## src/rtl/proc_phase_sequencer.sv

```systemverilog
// ---------------------------------------------------------------------------
// proc_phase_sequencer
//
// Purpose:
//   Sits downstream of the divide-by-4 clock divider. Samples div_clk in the
//   fast clk domain and turns each div_clk period into four one-hot pipeline
//   strobes (fetch/exec/mem/wb), one per fast cycle. Provides run/step/halt
//   control, a retired-cycle counter, and supervises divider health: bad
//   edge spacing or a stalled div_clk raises a sticky error and halts.
//
// Ports:
//   clk          in   fast clock, everything on its rising edge
//   reset        in   synchronous, active-high; clears all state
//   div_clk      in   divider output
//   run          in   level: issue processor cycles continuously
//   step         in   pulse: issue exactly one processor cycle (IDLE only)
//   halt_req     in   finish the in-flight cycle, then HALTED
//   fetch_en     out  strobe at rise+1
//   exec_en      out  strobe at rise+2
//   mem_en       out  strobe at fall+1
//   wb_en        out  strobe at fall+2
//   busy         out  waiting for / running cycles, or a cycle in flight
//   halted       out  controller is HALTED
//   sync_err     out  sticky divider fault
//   cycle_count  out  number of wb_en strobes, wraps
// ---------------------------------------------------------------------------
module proc_phase_sequencer #(
  parameter int HALF_PERIOD = 2,
  parameter int CNT_W       = 32
) (
  input  logic             clk,
  input  logic             reset,
  input  logic             div_clk,
  input  logic             run,
  input  logic             step,
  input  logic             halt_req,
  output logic             fetch_en,
  output logic             exec_en,
  output logic             mem_en,
  output logic             wb_en,
  output logic             busy,
  output logic             halted,
  output logic             sync_err,
  output logic [CNT_W-1:0] cycle_count
);

  localparam int            SW = $clog2(HALF_PERIOD + 1);
  localparam logic [SW-1:0] HP = SW'(HALF_PERIOD);

  typedef enum logic [1:0] {
    S_IDLE,
    S_WAIT_RISE,
    S_ACTIVE,
    S_HALTED
  } state_t;

  state_t        r_state;
  logic          r_single;
  logic          r_halt_pend;
  logic          r_d_q;
  logic          r_cyc_act;
  logic          r_armed;
  logic [SW-1:0] r_since;     // fast cycles since the last div_clk edge

  state_t w_state_nxt;
  logic   w_single_nxt;
  logic   w_halt_pend_nxt;
  logic   w_cyc_act_nxt;
  logic   w_rise;
  logic   w_fall;
  logic   w_edge;
  logic   w_err_det;
  logic   w_fault;
  logic   w_halt_now;
  logic   w_accept;

  // NOTE: every signal written here gets a default first, so no path leaves
  // it unassigned and no latch is inferred.
  always_comb begin
    w_rise     = div_clk & ~r_d_q;
    w_fall     = ~div_clk & r_d_q;
    w_edge     = w_rise | w_fall;
    // Once armed, every edge must land exactly HALF_PERIOD cycles after the
    // previous one: an early edge or a missing one is a divider fault.
    w_err_det  = r_armed & (w_edge ? (r_since != HP) : (r_since == HP));
    w_fault    = sync_err | w_err_det;
    w_halt_now = r_halt_pend | halt_req;

    w_state_nxt     = r_state;
    w_single_nxt    = r_single;
    w_halt_pend_nxt = r_halt_pend;
    w_accept        = 1'b0;

    case (r_state)
      S_IDLE: begin
        if (halt_req) begin
          w_state_nxt = S_HALTED;
        end else if (run) begin
          w_state_nxt  = S_WAIT_RISE;
          w_single_nxt = 1'b0;
        end else if (step) begin
          w_state_nxt  = S_WAIT_RISE;
          w_single_nxt = 1'b1;
        end
      end
      S_WAIT_RISE: begin
        w_halt_pend_nxt = w_halt_now;
        if (w_halt_now) begin
          if (!r_cyc_act) w_state_nxt = S_HALTED;
        end else if (w_rise) begin
          w_accept    = 1'b1;
          w_state_nxt = S_ACTIVE;
        end
      end
      S_ACTIVE: begin
        w_halt_pend_nxt = w_halt_now;
        if (w_rise) begin
          if (run && !r_single && !w_halt_now) w_accept = 1'b1;
          else w_state_nxt = w_halt_now ? S_HALTED : S_IDLE;
        end
      end
      default: ;  // HALTED is left only through reset
    endcase

    // A divider fault overrides everything and kills the in-flight cycle.
    if (w_fault) begin
      w_state_nxt = S_HALTED;
      w_accept    = 1'b0;
    end

    // The cycle stays in flight from the accepted rise until wb_en is issued.
    w_cyc_act_nxt = ~w_fault & (w_accept | (r_cyc_act & ~mem_en));
  end

  // NOTE: state is updated with non-blocking assignments so every register
  // samples the pre-edge values, independent of statement order.
  always_ff @(posedge clk) begin
    if (reset) begin
      r_state     <= S_IDLE;
      r_single    <= 1'b0;
      r_halt_pend <= 1'b0;
      r_d_q       <= 1'b0;
      r_cyc_act   <= 1'b0;
      r_armed     <= 1'b0;
      r_since     <= '0;
      fetch_en    <= 1'b0;
      exec_en     <= 1'b0;
      mem_en      <= 1'b0;
      wb_en       <= 1'b0;
      busy        <= 1'b0;
      halted      <= 1'b0;
      sync_err    <= 1'b0;
      cycle_count <= '0;
    end else begin
      r_state     <= w_state_nxt;
      r_single    <= w_single_nxt;
      r_halt_pend <= w_halt_pend_nxt;
      r_d_q       <= div_clk;
      r_cyc_act   <= w_cyc_act_nxt;
      r_armed     <= r_armed | w_edge;

      // Saturates at HALF_PERIOD; reaching it without an edge is the stall.
      if (w_edge)             r_since <= SW'(1);
      else if (r_since != HP) r_since <= r_since + SW'(1);

      fetch_en <= w_accept;
      exec_en  <= fetch_en & r_cyc_act & ~w_fault;
      mem_en   <= w_fall & r_cyc_act & ~w_fault;
      wb_en    <= mem_en & r_cyc_act & ~w_fault;

      busy     <= (w_state_nxt == S_WAIT_RISE) | (w_state_nxt == S_ACTIVE) | w_cyc_act_nxt;
      halted   <= (w_state_nxt == S_HALTED);
      sync_err <= w_fault;

      if (wb_en) cycle_count <= cycle_count + CNT_W'(1);
    end
  end

endmodule
```

## config.mk

```make
export PLATFORM = sky130hd
export DESIGN_NAME = proc_phase_sequencer
export DESIGN_NICKNAME = d
export VERILOG_FILES = /design/src/rtl/proc_phase_sequencer.sv
export SDC_FILE = /design/constraint.sdc
export NUM_CORES = 1
export LEC_CHECK = 0
export ABC_CLOCK_PERIOD_IN_PS = 2100
export CAP_MARGIN = 20
export CORE_ASPECT_RATIO = 0.6
export CORE_MARGIN = 5
export CORE_UTILIZATION = 45
export DETAILED_ROUTE_END_ITERATION = 6
export PLACE_DENSITY = 0.71
export SYNTH_ARGS = -nofsm -noshare
export SYNTH_HDL_FRONTEND = slang
export SYNTH_SLANG_ARGS = --single-unit
```

## constraint.sdc

```tcl
create_clock -name clk -period 2.1 [get_ports clk]
set_input_delay 0.315 -clock clk [delete_from_list [all_inputs] [get_ports clk]]
set_output_delay 0.315 -clock clk [all_outputs]
set_load 0.02 [all_outputs]
```

==> flow_summary_export.csv, run 1 <==
group,metric,value,unit
cells_and_area,drive_gt1_frac,0.119,
cells_and_area,multi_input_area,0.00123,mm²
setup_path,path_cells,"inv_1, ha_1, nand2b_1, a2bb2oi_1, o21ai_0, nand2_1, nand4_1, ha_1, inv_1, o221ai_1",
timing,max_freq,518,MHz
routing,via_per_inst,5.26,
clock_tree,hold_buffers,0,
setup_path,path_delay_family,"adder cells",
hold_path,whs_path_depth,4,
timing,setup_viol,0,
clock_tree,post_cts_buffers,0,
clock_tree,clk_pin_slew,90,ps
synth,yosysWarnings,0,
synth,synth_async_sr_flop_share,0,
clock_tree,cts.sinks,48,
setup_path,cp.arrival,2110,ps
synth,synth_top_area_frac,0.429,
clock_tree,htreeDepth,2,
cells_and_area,register_area,961,µm²
timing,hold_ws,409,ps
routing,drt_wl_total,5.22,mm
global_route,grt_usage,0.171,
synth,synth_area_per_cell,9.14,µm²
pwr,power.leakage,1.18,nW
cells_and_area,insertedDiodeCount,0,
synth,ys_ff_latch,48,
setup_path,ff2ff_path_depth,10,
placed_design,io_buffers,44,
hold_path,hold_path_class,"in2reg",
placed_design,placed_area,0.00282,mm²
clock_tree,cts_tree,"done",
cells_and_area,fin_nets,318,
clock_tree,clock_latency,300,ps
timing,fin_crit_sh,0.919,
routing,dr.pass1.iters,4,
die,rows,19,
timing,maxSlewViolCount,0,
cells_and_area,final_area,0.00298,mm²
placed_design,globalplace.congestion,0.811,
setup_path,cp_slowest_cell,"dfxtp_1",
setup_path,worst-r2r-setup-slack,170,ps
timing,relSlewSlack,0.715,
synth,ys.flop_type,"dfxtp_1",
setup_path,path_buf_inv,2,
pwr,peakVddDrop,0.000390,V
clock_tree,root_buffer,"clkbuf_8",
routing,wl_met3,307,µm
routing,post_drt_wl_per_cell,14.3,µm
routing,dr.max_layer_used,"met4",
setup_path,cpPeakStageDelay,400,ps
routing,num_vias,1921,
synth,synth.distinct_cells,43,
pwr,total_power,2.10,mW
setup_path,reg2reg_to,"busy",
timing,setup_slack,169,ps
global_route,grt_start_max_net_pins,28,
die,die-area,0.00653,mm²
die,dieWidth,101,µm
routing,ant_nets,0,
placed_design,pre_cts_ws,-439,ps
clock_tree,clock_path_buffers,2,
setup_path,crit_path_end_kind,"flip-flop",
synth,synth-edff-count,0,
placed_design,dp_hpwl,3.87,mm
die,core-area,0.00468,mm²
outcome,outcome,"finished clean",
clock_tree,cts_buffers,5,
synth,synth_area_leaders,"dfxtp_1 43%, nor2_1 6.0%, xor2_1 5.9%, ha_1 5.6%, xnor2_1 5.5%",
routing,dr_wl_met2,2.14,mm
setup_path,cp_max_fo,4,
synth,synthCells,245,
synth,ys_seq_area_frac,0.429,
setup_path,critPathRequiredTime,2280,ps
setup_path,r2r-start,"r_state[1]",
global_route,antenna_found_initial,0,
cells_and_area,finalNonFillerCells,365,
synth,netlist_area,0.00224,mm²
timing,rsz0062_at_grt,"false",
routing,drt_iter0_markers,131,
setup_path,path_class,"reg2reg",
cells_and_area,fill_cells,404,
timing,finClkSkew,11.5,ps
pwr,power.density,705,mW/mm²
hold_path,holdPathEnd,"r_d_q",
synth,synth_nets,261,
global_route,grt_pass1_vias,1851,
timing,hold_viol_final,0,
setup_path,startpoint_type,"flip-flop",
synth,synth_top_area_cell,"dfxtp_1",
global_route,grt_first_pass_wirelength,9.06,mm
timing,tightest_slew,424,ps
routing,wirelength_met1,2.74,mm
die,pin_count,45,
cells_and_area,area_delta_synth_final,33.2,%
hold_path,hp-start,"div_clk",
die,start_util,0.478,
placed_design,post-place-cells,358,
routing,drc,0,
global_route,overflow,0,
die,dieHeight,64.6,µm
timing,min_period,1930,ps
job,cap_violations,0,
[worst max-delay path by stage]
stage	startpoint	endpoint	slack, ps	depth (start not counted)
floorplan	div_clk	busy	180	9
global placement	div_clk	busy	-350	11
detailed placement	div_clk	busy	-440	11
CTS	div_clk	busy	10	11
global route	r_state[1]	busy	40	10
finish	r_state[1]	busy	170	10
[what timing repair did]
item                                    CTS  global route
endpoints found under the setup margin    5             2
gates resized for setup                   6             3
hold endpoints to repair                  0             0
pin swaps                                 5             5
[flip-flops by register name (all words and copies together) (netlist names)]
signal and flops:
cycle_count 32, r_since 2, r_state 2, busy 1, exec_en 1, fetch_en 1, halted 1, mem_en 1
r_armed 1, r_cyc_act 1, r_d_q 1, r_halt_pend 1, r_single 1, sync_err 1, wb_en 1
[synthesized netlist by cell type, types with 2 or more instances]
cell	instances
a211oi_1	2
nand4_4	2
inv_1	10
and4_1	3
nor3_1	4
o211ai_1	2
and4_2	2
ha_1	10
xor2_1	15
nand4_1	10
nor4_1	5
and2_1	3
nor3b_1	2
nor2_1	36
dfxtp_1	48
and3_1	8
nand3_1	11
o21ai_0	9
nor2b_1	5
nand2_1	12
clkbuf_1	5
xnor2_1	14
a21oi_1	7
[layout by cell type, fill, tap and decap left out, types with 2 or more instances in the layout]
master / count
nand4_4: 2
nor2b_1: 5
a21oi_1: 6
dfxtp_1: 48
nor3b_1: 2
nor4_1: 5
nand4_1: 10
clkbuf_8: 5
nor2_1: 36
xnor2_1: 14
and3_1: 8
and4_2: 2
xor2_1: 15
nor3_1: 3
o21ai_1: 2
bufinv_16: 2
ha_1: 8
and4_1: 3
nand3_1: 11
clkdlybuf4s50_1: 43
nand2_1: 12
a211oi_1: 2
o21ai_0: 7
and2_1: 3
o211ai_1: 2
buf_4: 13
inv_1: 9
[area by class of cell]
class | instances | area share
Clock buffer | 5 | 0.0231
Inverter | 10 | 0.0126
Tap cell | 63 | 0.0264
Sequential cell | 48 | 0.322
Clock inverter | 2 | 0.0201
Timing Repair Buffer | 57 | 0.181
Multi-Input combinational cell | 180 | 0.414
[cell families after synthesis]
| logic type | share of synthesized area |
|---|---|
| mux | 0.00447 |
| compound gates | 0.0743 |
| fa+ha+maj | 0.0559 |
| xor+xnor | 0.113 |
| buf+inv | 0.0324 |
| simple gates | 0.290 |
| flops | 0.429 |
[metrics by stage]
stage,utilization,setup TNS (ps)
2_1_floorplan,-,0
3_3_place_gp,0.602,-1770
3_5_place_dp,0.602,-2360
4_1_cts,0.636,0
5_1_grt,0.637,0
6_report,0.637,0
[layer usage]
metal / track usage / up-vias
met5: 0 / -
met4: 0.0249 / 0
met3: 0.0439 / 4
met2: 0.240 / 47
met1: 0.264 / 899
li1: - / 971
[report_power, final]
group	internal [mW]	total (mW)	switching, mW
Sequential	0.951	0.981	0.0307
Combinational	0.171	0.353	0.182
Clock	0.469	0.768	0.299
Total	1.59	2.10	0.511
[worst register-to-register path: cells and delay by family (launching register included)]
family          cells  cell delay, ps
compound gates      3             370
fa+ha+maj           2             560
simple gates        3             310
flops               1             400
buf+inv             2             150
Note: power is estimated with default switching activity, not from simulation.
==> inputs of run 2 (changes only) <==
CAP_MARGIN = unset   (was 20)
==> results of run 2 <==
Same layout as run 1: the final DEF is identical, and so are final timing and power.
